$ cat src/rtl/id_pkg.sv
// id_pkg: shared constants for the instruction-decode stage.
//   - Default operand/register widths (DATA_W_DEF, ADDR_W_DEF)
//   - Supported MIPS-subset opcode values
//   - Bit positions of the instruction fields
//   - Helper for selecting zero- vs sign-extension of the immediate
package id_pkg;

  localparam int DATA_W_DEF = 32;
  localparam int ADDR_W_DEF = 5;

  localparam logic [5:0] OP_RTYPE = 6'h00;
  localparam logic [5:0] OP_BEQ   = 6'h04;
  localparam logic [5:0] OP_ADDI  = 6'h08;
  localparam logic [5:0] OP_ANDI  = 6'h0C;
  localparam logic [5:0] OP_ORI   = 6'h0D;
  localparam logic [5:0] OP_LW    = 6'h23;
  localparam logic [5:0] OP_SW    = 6'h2B;

  // Low bit of each field; widths are fixed by the instruction format.
  localparam int OPC_LO   = 26;
  localparam int RS_LO    = 21;
  localparam int RT_LO    = 16;
  localparam int RD_LO    = 11;
  localparam int FUNCT_LO = 0;
  localparam int IMM_LO   = 0;

  // Logical immediates (andi/ori) are zero-extended; everything else is signed.
  function automatic logic imm_is_zext(input logic [5:0] op);
    return (op == OP_ANDI) || (op == OP_ORI);
  endfunction

endpackage

$ cat src/rtl/id_scoreboard.sv
// id_scoreboard: one busy bit per architectural register.
//   clk, rst            : clock, synchronous active-high reset (clears all bits)
//   set_en_i/set_addr_i : mark a register as having a producer in flight
//   clr_en_i/clr_addr_i : write-back retired the producer of a register
//   rs_addr_i/rs_busy_o, rt_addr_i/rt_busy_o, dst_addr_i/dst_busy_o
//                       : combinational lookups of the current busy state
// A set and a clear of the same bit in one cycle leaves the bit set, since
// the set belongs to a newer producer. Bit 0 never becomes busy.
module id_scoreboard #(
  parameter int ADDR_W = 5
) (
  input  logic              clk,
  input  logic              rst,
  input  logic              set_en_i,
  input  logic [ADDR_W-1:0] set_addr_i,
  input  logic              clr_en_i,
  input  logic [ADDR_W-1:0] clr_addr_i,
  input  logic [ADDR_W-1:0] rs_addr_i,
  input  logic [ADDR_W-1:0] rt_addr_i,
  input  logic [ADDR_W-1:0] dst_addr_i,
  output logic              rs_busy_o,
  output logic              rt_busy_o,
  output logic              dst_busy_o
);

  localparam int NREG = 1 << ADDR_W;

  logic [NREG-1:0] busy_q;
  logic [NREG-1:0] busy_d;

  // Next busy vector: set has priority over clear; r0 pinned to zero.
  always_comb begin
    busy_d = '0;
    for (int i = 1; i < NREG; i++) begin
      if (set_en_i && (set_addr_i == ADDR_W'(i))) begin
        busy_d[i] = 1'b1;
      end else if (clr_en_i && (clr_addr_i == ADDR_W'(i))) begin
        busy_d[i] = 1'b0;
      end else begin
        busy_d[i] = busy_q[i];
      end
    end
  end

  // Busy vector register.
  always_ff @(posedge clk) begin
    if (rst) begin
      busy_q <= '0;
    end else begin
      busy_q <= busy_d;
    end
  end

  assign rs_busy_o  = busy_q[rs_addr_i];
  assign rt_busy_o  = busy_q[rt_addr_i];
  assign dst_busy_o = busy_q[dst_addr_i];

endmodule

$ cat src/rtl/id_stage.sv
// id_stage: MIPS-subset instruction decode with busy-scoreboard hazard stall
// and an ID/EX output register behind a valid/ready handshake.
//   clk, rst                   : clock, synchronous active-high reset
//   in_valid/in_ready/in_instr : upstream instruction handshake
//   raddr1/raddr2              : register-file read addresses (rs, rt)
//   rdata1/rdata2              : register-file combinational read data
//   wb_we/wb_waddr/wb_wdata    : snooped register-file write port
//   out_valid/out_ready        : downstream handshake
//   out_rs_val/out_rt_val      : source operands
//   out_imm                    : extended immediate
//   out_opcode/out_funct       : raw opcode and funct fields
//   out_dst/out_dst_we         : destination register and write flag
//   out_illegal                : unsupported opcode
// Build option: define ID_WB_BYPASS_EN to forward same-cycle write-back data
// into the operands and drop the corresponding RAW stall by one cycle.
module id_stage import id_pkg::*; #(
  parameter int DATA_W = DATA_W_DEF,
  parameter int ADDR_W = ADDR_W_DEF
) (
  input  logic              clk,
  input  logic              rst,
  input  logic              in_valid,
  output logic              in_ready,
  input  logic [31:0]       in_instr,
  output logic [ADDR_W-1:0] raddr1,
  output logic [ADDR_W-1:0] raddr2,
  input  logic [DATA_W-1:0] rdata1,
  input  logic [DATA_W-1:0] rdata2,
  input  logic              wb_we,
  input  logic [ADDR_W-1:0] wb_waddr,
  input  logic [DATA_W-1:0] wb_wdata,
  output logic              out_valid,
  input  logic              out_ready,
  output logic [DATA_W-1:0] out_rs_val,
  output logic [DATA_W-1:0] out_rt_val,
  output logic [DATA_W-1:0] out_imm,
  output logic [5:0]        out_opcode,
  output logic [5:0]        out_funct,
  output logic [ADDR_W-1:0] out_dst,
  output logic              out_dst_we,
  output logic              out_illegal
);

  logic [5:0]        opcode_s;
  logic [5:0]        funct_s;
  logic [ADDR_W-1:0] rs_s, rt_s, rd_s;
  logic [15:0]       imm16_s;

  assign opcode_s = in_instr[OPC_LO +: 6];
  assign funct_s  = in_instr[FUNCT_LO +: 6];
  assign rs_s     = in_instr[RS_LO +: ADDR_W];
  assign rt_s     = in_instr[RT_LO +: ADDR_W];
  assign rd_s     = in_instr[RD_LO +: ADDR_W];
  assign imm16_s  = in_instr[IMM_LO +: 16];

  assign raddr1 = rs_s;
  assign raddr2 = rt_s;

  logic              uses_rs_s, uses_rt_s, has_dst_s, illegal_s;
  logic [ADDR_W-1:0] dst_s;
  logic              dst_we_s;
  logic [DATA_W-1:0] imm_s;

  // Opcode decode: which sources are read and where the result goes.
  always_comb begin
    uses_rs_s = 1'b0;
    uses_rt_s = 1'b0;
    has_dst_s = 1'b0;
    illegal_s = 1'b0;
    dst_s     = '0;
    case (opcode_s)
      OP_RTYPE: begin
        uses_rs_s = 1'b1;
        uses_rt_s = 1'b1;
        has_dst_s = 1'b1;
        dst_s     = rd_s;
      end
      OP_ADDI, OP_ANDI, OP_ORI, OP_LW: begin
        uses_rs_s = 1'b1;
        has_dst_s = 1'b1;
        dst_s     = rt_s;
      end
      OP_SW, OP_BEQ: begin
        uses_rs_s = 1'b1;
        uses_rt_s = 1'b1;
      end
      default: begin
        illegal_s = 1'b1;
      end
    endcase
  end

  assign dst_we_s = has_dst_s && (dst_s != '0);
  assign imm_s    = imm_is_zext(opcode_s) ? {{(DATA_W-16){1'b0}}, imm16_s}
                                          : {{(DATA_W-16){imm16_s[15]}}, imm16_s};

  logic accept_s;
  logic rs_busy_s, rt_busy_s, dst_busy_s;

  id_scoreboard #(.ADDR_W(ADDR_W)) u_sb (
    .clk        (clk),
    .rst        (rst),
    .set_en_i   (accept_s && dst_we_s),
    .set_addr_i (dst_s),
    .clr_en_i   (wb_we),
    .clr_addr_i (wb_waddr),
    .rs_addr_i  (rs_s),
    .rt_addr_i  (rt_s),
    .dst_addr_i (dst_s),
    .rs_busy_o  (rs_busy_s),
    .rt_busy_o  (rt_busy_s),
    .dst_busy_o (dst_busy_s)
  );

  // A source being written back this cycle can be forwarded instead of stalling.
  logic rs_fwd_s, rt_fwd_s;
`ifdef ID_WB_BYPASS_EN
  assign rs_fwd_s = wb_we && (wb_waddr == rs_s) && (rs_s != '0);
  assign rt_fwd_s = wb_we && (wb_waddr == rt_s) && (rt_s != '0);
`else
  logic unused_wb_s;
  assign unused_wb_s = ^wb_wdata;
  assign rs_fwd_s    = 1'b0;
  assign rt_fwd_s    = 1'b0;
`endif

  logic [DATA_W-1:0] rs_val_s, rt_val_s;
  logic              hazard_s;

  assign rs_val_s = rs_fwd_s ? wb_wdata : rdata1;
  assign rt_val_s = rt_fwd_s ? wb_wdata : rdata2;

  // WAW term ignores forwarding: only one producer per register in flight.
  assign hazard_s = (uses_rs_s && rs_busy_s && !rs_fwd_s) ||
                    (uses_rt_s && rt_busy_s && !rt_fwd_s) ||
                    (dst_we_s && dst_busy_s);

  logic out_valid_q, out_valid_d;
  logic [DATA_W-1:0] rs_val_q, rs_val_d, rt_val_q, rt_val_d, imm_q, imm_d;
  logic [5:0]        opcode_q, opcode_d, funct_q, funct_d;
  logic [ADDR_W-1:0] dst_q, dst_d;
  logic              dst_we_q, dst_we_d, illegal_q, illegal_d;

  assign in_ready = !rst && !hazard_s && (!out_valid_q || out_ready);
  assign accept_s = in_valid && in_ready;

  // ID/EX register next state: load on accept, drain on out_ready, else hold.
  always_comb begin
    out_valid_d = out_valid_q;
    rs_val_d    = rs_val_q;
    rt_val_d    = rt_val_q;
    imm_d       = imm_q;
    opcode_d    = opcode_q;
    funct_d     = funct_q;
    dst_d       = dst_q;
    dst_we_d    = dst_we_q;
    illegal_d   = illegal_q;
    if (accept_s) begin
      out_valid_d = 1'b1;
      rs_val_d    = rs_val_s;
      rt_val_d    = rt_val_s;
      imm_d       = imm_s;
      opcode_d    = opcode_s;
      funct_d     = funct_s;
      dst_d       = dst_s;
      dst_we_d    = dst_we_s;
      illegal_d   = illegal_s;
    end else if (out_ready) begin
      out_valid_d = 1'b0;
    end else begin
      out_valid_d = out_valid_q;
    end
  end

  // ID/EX register.
  always_ff @(posedge clk) begin
    if (rst) begin
      out_valid_q <= 1'b0;
      rs_val_q    <= '0;
      rt_val_q    <= '0;
      imm_q       <= '0;
      opcode_q    <= '0;
      funct_q     <= '0;
      dst_q       <= '0;
      dst_we_q    <= 1'b0;
      illegal_q   <= 1'b0;
    end else begin
      out_valid_q <= out_valid_d;
      rs_val_q    <= rs_val_d;
      rt_val_q    <= rt_val_d;
      imm_q       <= imm_d;
      opcode_q    <= opcode_d;
      funct_q     <= funct_d;
      dst_q       <= dst_d;
      dst_we_q    <= dst_we_d;
      illegal_q   <= illegal_d;
    end
  end

  assign out_valid   = out_valid_q;
  assign out_rs_val  = rs_val_q;
  assign out_rt_val  = rt_val_q;
  assign out_imm     = imm_q;
  assign out_opcode  = opcode_q;
  assign out_funct   = funct_q;
  assign out_dst     = dst_q;
  assign out_dst_we  = dst_we_q;
  assign out_illegal = illegal_q;

endmodule

$ cat config.mk
export PLATFORM = sky130hd
export DESIGN_NAME = id_stage
export DESIGN_NICKNAME = d
export VERILOG_FILES = /design/src/rtl/id_pkg.sv /design/src/rtl/id_scoreboard.sv /design/src/rtl/id_stage.sv
export SDC_FILE = /design/constraint.sdc
export NUM_CORES = 1
export LEC_CHECK = 0
export CORE_AREA = 10 10 140 142
export DETAILED_ROUTE_END_ITERATION = 10
export DIE_AREA = 0 0 150 152
export GPL_ROUTABILITY_DRIVEN = 0
export HOLD_SLACK_MARGIN = 0.05
export PLACE_DENSITY = 0.77
export SYNTH_ARGS = -nofsm -noshare
export SYNTH_HDL_FRONTEND = slang
export SYNTH_SLANG_ARGS = --single-unit
$ cat constraint.sdc
create_clock -name clk -period 2.55 [get_ports clk]
set_clock_uncertainty 0.15 [all_clocks]
set_input_delay 0.255 -clock clk [delete_from_list [all_inputs] [get_ports clk]]
set_output_delay 0.255 -clock clk [all_outputs]
set_load 0.1 [all_outputs]
Yosys cells after proc, flatten, opt, wreduce, memory -nomap -nowiden
Cells that the tools add are included. W data, S select, Z words.

Flip-flop bits (word level): 148. Output and inout port bits: 127. Word-level logic and storage cells: 303.

$lt $le $gt $ge: 3. Eq/ne operators: 68. Multiplexer cells: 76. Reduce and logical (&&, ||, !) cells: 115.

Operator list (number): $eq A5 B5 Y1 const B (32); $eq A5 B4 Y1 const B (16); $mux W1 (71); $logic_and A1 B1 Y1 (70); $reduce_bool A2 Y1 (32); $eq A5 B3 Y1 const B (8); $mux W32 (1); $eq A5 B2 Y1 const B (4); $eq A6 B4 Y1 const B (3); $lt A5 B6 Y1 const B (3); $bmux W1 S5 (3); $eq A6 B6 Y1 const B (2); $eq A5 B1 Y1 const B (2); $pmux W5 S2 (1); $reduce_or A7 Y1 (1); $eq A6 B3 Y1 const B (1); $logic_not A6 Y1 (1); $reduce_bool A5 Y1 (1); $reduce_or A5 Y1 (1); $logic_or A1 B1 Y1 (4); $reduce_or A4 Y1 (1); $logic_not A1 Y1 (3); $reduce_or A3 Y1 (1).

Depth between registers and ports, before layout
Word-level depth: 14. Depth in mapped cells: 15. Depth with buffers taken out: 9.

By module
Synthesis repeated with hierarchy kept, for this count alone.

Cell total of the unflattened synthesis: 611. Area, all modules: 6703.9 um^2.

By module, submodules not included: id_stage (instances 1, cells each 379, area each 4580.6 um^2); id_scoreboard (instances 1, cells each 232, area each 2123.3 um^2).

Worst setup path before layout
OpenSTA, ideal clock, no wires.

Path type: input -> output. Start: in in_instr[17]. End: out in_ready. Data arrival time: 3.441 ns. Data required time: 2.145 ns. Slack: -1.296 ns. Stages: 11. Path through: clkbuf_1 nor2b_1 a32o_1 a21oi_2 mux2_2 nor3_1 a21o_1 o211ai_2 buf_6 buf_2 nor2_1.

Cells in the longest elaborated chain, start to end: 8. Elaborated cells between the ends (all ways): 14. Those cells by class: mux (5); reduce/logical (9).

Ends and longest elaborated chain: start: declaration (RTL line id_stage.sv:24) `input logic [31:0] in_instr,`; $pmux W5 S2 / $bmux W1 S5 (equally long branches) (RTL line id_stage.sv:71, id_scoreboard.sv:55); $bmux W1 S5 (tied with other cells) (RTL line id_scoreboard.sv:56) `assign dst_busy_o = busy_q[dst_addr_i];`; $mux W1 (implied by the code) (tied with other cells) (RTL line id_scoreboard.sv:56); $logic_and A1 B1 Y1 / $logic_or A1 B1 Y1 (equally long branches) (RTL line id_stage.sv:136, id_stage.sv:134); $logic_or A1 B1 Y1 (*) (RTL line id_stage.sv:135) `(uses_rt_s && rt_busy_s && !rt_fwd_s) ||`; $logic_not A1 Y1 (*) (RTL line id_stage.sv:144) `assign in_ready = !rst && !hazard_s && (!out_valid_q || out_ready);`; $logic_and A1 B1 Y1 (*) (2 in a row) (RTL line id_stage.sv:144); end: declaration (RTL line id_stage.sv:23) `output logic in_ready,`.

Mark *: on every way between the ends. The rest lies on a longest branch, timed or not. The select of a mux whose other input is x is not followed.

Worst setup path in the final report
Start: in in_instr[21]. End: reg rt_val_q[24], in the netlist out_rt_val[24].

Cells in the longest elaborated chain, start to end: 9.

Ends and longest elaborated chain: $bmux W1 S5 (RTL line id_scoreboard.sv:54) `assign rs_busy_o = busy_q[rs_addr_i];`; $mux W1 (implied by the code) (RTL line id_scoreboard.sv:54); $logic_and A1 B1 Y1 (RTL line id_stage.sv:134) `assign hazard_s = (uses_rs_s && rs_busy_s && !rs_fwd_s) ||`; $logic_or A1 B1 Y1 (RTL line id_stage.sv:134); $logic_or A1 B1 Y1 (RTL line id_stage.sv:135); $logic_not A1 Y1 (RTL line id_stage.sv:144); $logic_and A1 B1 Y1 (2 in a row) (RTL line id_stage.sv:144); $logic_and A1 B1 Y1 (RTL line id_stage.sv:145) `assign accept_s = in_valid && in_ready;`; end signal: assignment (RTL line id_stage.sv:190) `rt_val_q <= rt_val_d;`; end: declaration (RTL line id_stage.sv:139) `logic [DATA_W-1:0] rs_val_q, rs_val_d, rt_val_q, rt_val_d, imm_q, imm_d;`.

Every way passes these cells. The select of a mux whose other input is x is not followed. A chain may end at the register's enable or synchronous reset.

==> metrics.txt <==
# placed instances=1257; Synth Area in Compound Gates=24.8%; number of global-route vias before repair=7862; per-cell routed wire length=25.2 um; min-delay worst type=input pin to flop; final worst-path setup slack=-553 ps; clk sinks=126; simple-gate share of the synthesized area=19.6%; # setup viols final=127; pre-CTS worst setup slack=-1010 ps; Net Sw Frac=36.3%; area of the multi-input gates=4320 um2; Critical Path Fanout Max=9; met1 usage=28.5%; Final Hold Fails=0; adder-cell share of the synthesized area=0%; startpoint of the worst-slack reg-to-reg timing path=u_sb.busy_q[7]; ANT nets after route=0; final-layout fill cell count=1047; busiest layer in global routing=met2; failing checks=negative setup slack; Ports=265; length of the first detailed-routing pass in iterations=6; number of buffers created by CTS=17; count of synthesis-stage warnings from yosys=0; EDFF count, synth=0; DIE HEIGHT=152 um; switching power=2.59 mW; element type at the critical path end=flop; end of the worst register-to-register path=out_rt_val[24]; hold path endpoint=out_imm[11]; global-route usage over all layers=25.0%; initial cell density of the core=38.1%; fraction of final layout cells sized beyond drive strength 1=50.6%; leakage power figure=4.87 nW; area grow syn2layout=91.9%; final setup TNS=-45940 ps; Global Route met2 Usage=41.8%; wire length reported by the detailed router=34.8 mm; average size of a mapped cell=8.24 um2; depth of the worst register-to-register path=13; Slew @ Worst Pin=757 ps; required time of the worst setup path=2680 ps; Worst VDD drop=0.513 mV; dpl hpwl=18.5 mm; H-tree Lvls=4; Max Fclk=0.322 GHz; Hold Path Stages=3; Int Pwr=4.55 mW; CTS tree=built; post-synthesis xor/xnor area fraction=0%; deepest clock path buffer count=2; period utilization=122%; number of cell rows=48; crit path time final=3100 ps; commonest non-fill, non-tap cells in the layout=250 x sky130_fd_sc_hd__buf_4, 121 x sky130_fd_sc_hd__dfxtp_1, 95 x sky130_fd_sc_hd__clkdlybuf4s50_1; combined flip-flop and latch cell area=2530 um2; met3 Track Usage GR=7.37%; Cells after Synth=783; later-pin clock latency in the skew report=430 ps; final cell utilization of the core=73.1%; share of power burned in combinational logic=33.1%; r2r setup slk=-500 ps; Layout Cells excl Fill=1381; Clock Root Buffer=sky130_fd_sc_hd__clkbuf_16; Post-route DRC=0; combinational family with the most area after synthesis=compound AO/OA/AOI/OAI gates; total global routing overflow=0; Total Power Consumption=7.14 mW; startpoint type of the worst setup path=input pin; Syn Nets=921; total of flip-flops plus latches after synthesis=126; Data arrival, critical path=3230 ps; sequential cell fraction of total power=29.6%; pwr/cell area=577 nW/um2; type of the setup path with the least slack=input pin to flop; flip-flop cell with the highest count after synthesis=sky130_fd_sc_hd__dfxtp_1; Floorplan Core Area=16900 um2; count of routing violations after the opening detailed-route iteration=1093; startpoint of the most critical hold path=in_instr[11]; antenna violations before repair=1; relative slew slack=49.5%; Slew Viols, Final=0; multiplexer share of the synthesized area=6.59%; max-cap violations=0; count of cell types in the netlist=72; leading cell type in the layout, fill and taps excluded=sky130_fd_sc_hd__buf_4; die area=22800 um2; vias=8479; result of the run=finished with violations; sequential cell area fraction in the yosys report=39.1%; clock network fraction of design power=37.3%; Cell Area, Synth=6450 um2; unrepaired setup endpoints after global routing=true; net count reported at finish=1280; pin count of the biggest net entering global routing=56; Clk pin slew, worst setup/hold paths=60 ps; asr flop ratio synth=0%; number of input and output port buffers inserted=232; wire length of the first global-routing pass=45.4 mm; DR vias/cell=6.14; Die Wd=150 um
## area by class of cell
cell class,count,area share [%]
diodes,1,0.0202
clock buffers,18,3.47
clock inverters,14,1.66
inverters,6,0.182
multi-input cells,549,34.9
flip-flops and latches,126,20.5
well taps,225,2.27
repair buffers,442,37.0
## worst max-delay path, cell delays in order
cell,delay (ps)
sky130_fd_sc_hd__clkdlybuf4s50_1,500
sky130_fd_sc_hd__buf_12,140
sky130_fd_sc_hd__buf_4,130
sky130_fd_sc_hd__mux4_2,500
sky130_fd_sc_hd__o22ai_1,190
sky130_fd_sc_hd__nor3_1,80
sky130_fd_sc_hd__nand3_1,100
sky130_fd_sc_hd__and4_4,270
sky130_fd_sc_hd__o211ai_4,90
sky130_fd_sc_hd__buf_4,150
sky130_fd_sc_hd__buf_12,140
sky130_fd_sc_hd__buf_16,150
sky130_fd_sc_hd__o21ai_0,390
sky130_fd_sc_hd__a21oi_2,140
## stage by stage
| step | instance area [um2] | hold WS [ps] |
|---|---|---|
| after floorplan | 6590 | 253 |
| after global placement | 9370 | 307 |
| after detailed placement | 9370 | 315 |
| after CTS | 11300 | 59.3 |
| after global routing | 12400 | 109 |
| final | 12400 | 106 |
## layer usage
metal	wire length (um)	part of all wire, %
met5	0	0
met4	2110	6.1
met3	3670	11
met2	16900	49
met1	12100	35
## flip-flops by register name, summed over array words and instances, names as in the netlist
| signal | count |
|---|---|
| out_dst | 5 |
| out_valid | 1 |
| out_imm | 17 |
| out_opcode | 6 |
| out_illegal | 1 |
| out_rt_val | 32 |
| u_sb.busy_q | 31 |
| out_dst_we | 1 |
| out_rs_val | 32 |
## power groups by stage
stage	clock [mW]	combinational [mW]	sequential (mW)
global route	2.75	2.42	2.12
detailed placement	0	1.78	2.14
floorplan	0	0.681	2.69
finish	2.67	2.37	2.11
global placement	0	1.77	2.13
CTS	2.66	2.09	2.10
## synthesized netlist by cell type, types with 5 or more instances
master | number | share of area, %
sky130_fd_sc_hd__buf_2 | 33 | 2.6
sky130_fd_sc_hd__nand2b_1 | 7 | 0.68
sky130_fd_sc_hd__o21ai_1 | 7 | 0.54
sky130_fd_sc_hd__a211oi_1 | 6 | 0.70
sky130_fd_sc_hd__mux2i_1 | 5 | 0.78
sky130_fd_sc_hd__nand3_1 | 119 | 9.2
sky130_fd_sc_hd__clkbuf_1 | 24 | 1.4
sky130_fd_sc_hd__nand2_1 | 57 | 3.3
sky130_fd_sc_hd__buf_4 | 36 | 4.2
sky130_fd_sc_hd__o22ai_1 | 11 | 1.1
sky130_fd_sc_hd__dfxtp_1 | 126 | 39
sky130_fd_sc_hd__nor2b_1 | 8 | 0.78
sky130_fd_sc_hd__a21oi_1 | 106 | 8.2
sky130_fd_sc_hd__nor3_1 | 7 | 0.54
sky130_fd_sc_hd__inv_1 | 6 | 0.35
sky130_fd_sc_hd__o31ai_1 | 5 | 0.58
sky130_fd_sc_hd__nor2_1 | 17 | 0.99
sky130_fd_sc_hd__o21ai_0 | 100 | 7.8
sky130_fd_sc_hd__o211ai_1 | 6 | 0.70
sky130_fd_sc_hd__mux4_2 | 14 | 4.9
## worst max path at each step
| stage | depth (start not counted) | end | startpoint |
|---|---|---|---|
| after detailed placement | 11 | out_opcode[1] | in_instr[28] |
| after floorplan | 12 | in_ready | in_instr[26] |
| after global placement | 12 | out_rt_val[23] | in_instr[28] |
| after global routing | 14 | out_rt_val[24] | u_sb.busy_q[3] |
| final | 14 | out_rt_val[24] | in_instr[21] |
| after CTS | 10 | in_ready | u_sb.busy_q[27] |
## repair_timing
action                                 CTS  global route
endpoints found under the hold margin   20             1
cloned                                  20            13
buffers inserted                        38            18
pin swaps                               60            69
gates resized for setup                162           195
setup endpoints to repair              127           127
hold buffers                             3             1
## kinds of logic (layout without fill, tap and decap cells)
| logic type | after synthesis | in the layout |
|---|---|---|
| other | 0 | 1 |
| muxes | 24 | 24 |
| AOI/OAI and AO/OA | 277 | 278 |
| and+or+nand+nor | 246 | 247 |
| DFF | 126 | 126 |
| buffers and inverters | 110 | 480 |
Power figures use the tool's default switching activity.
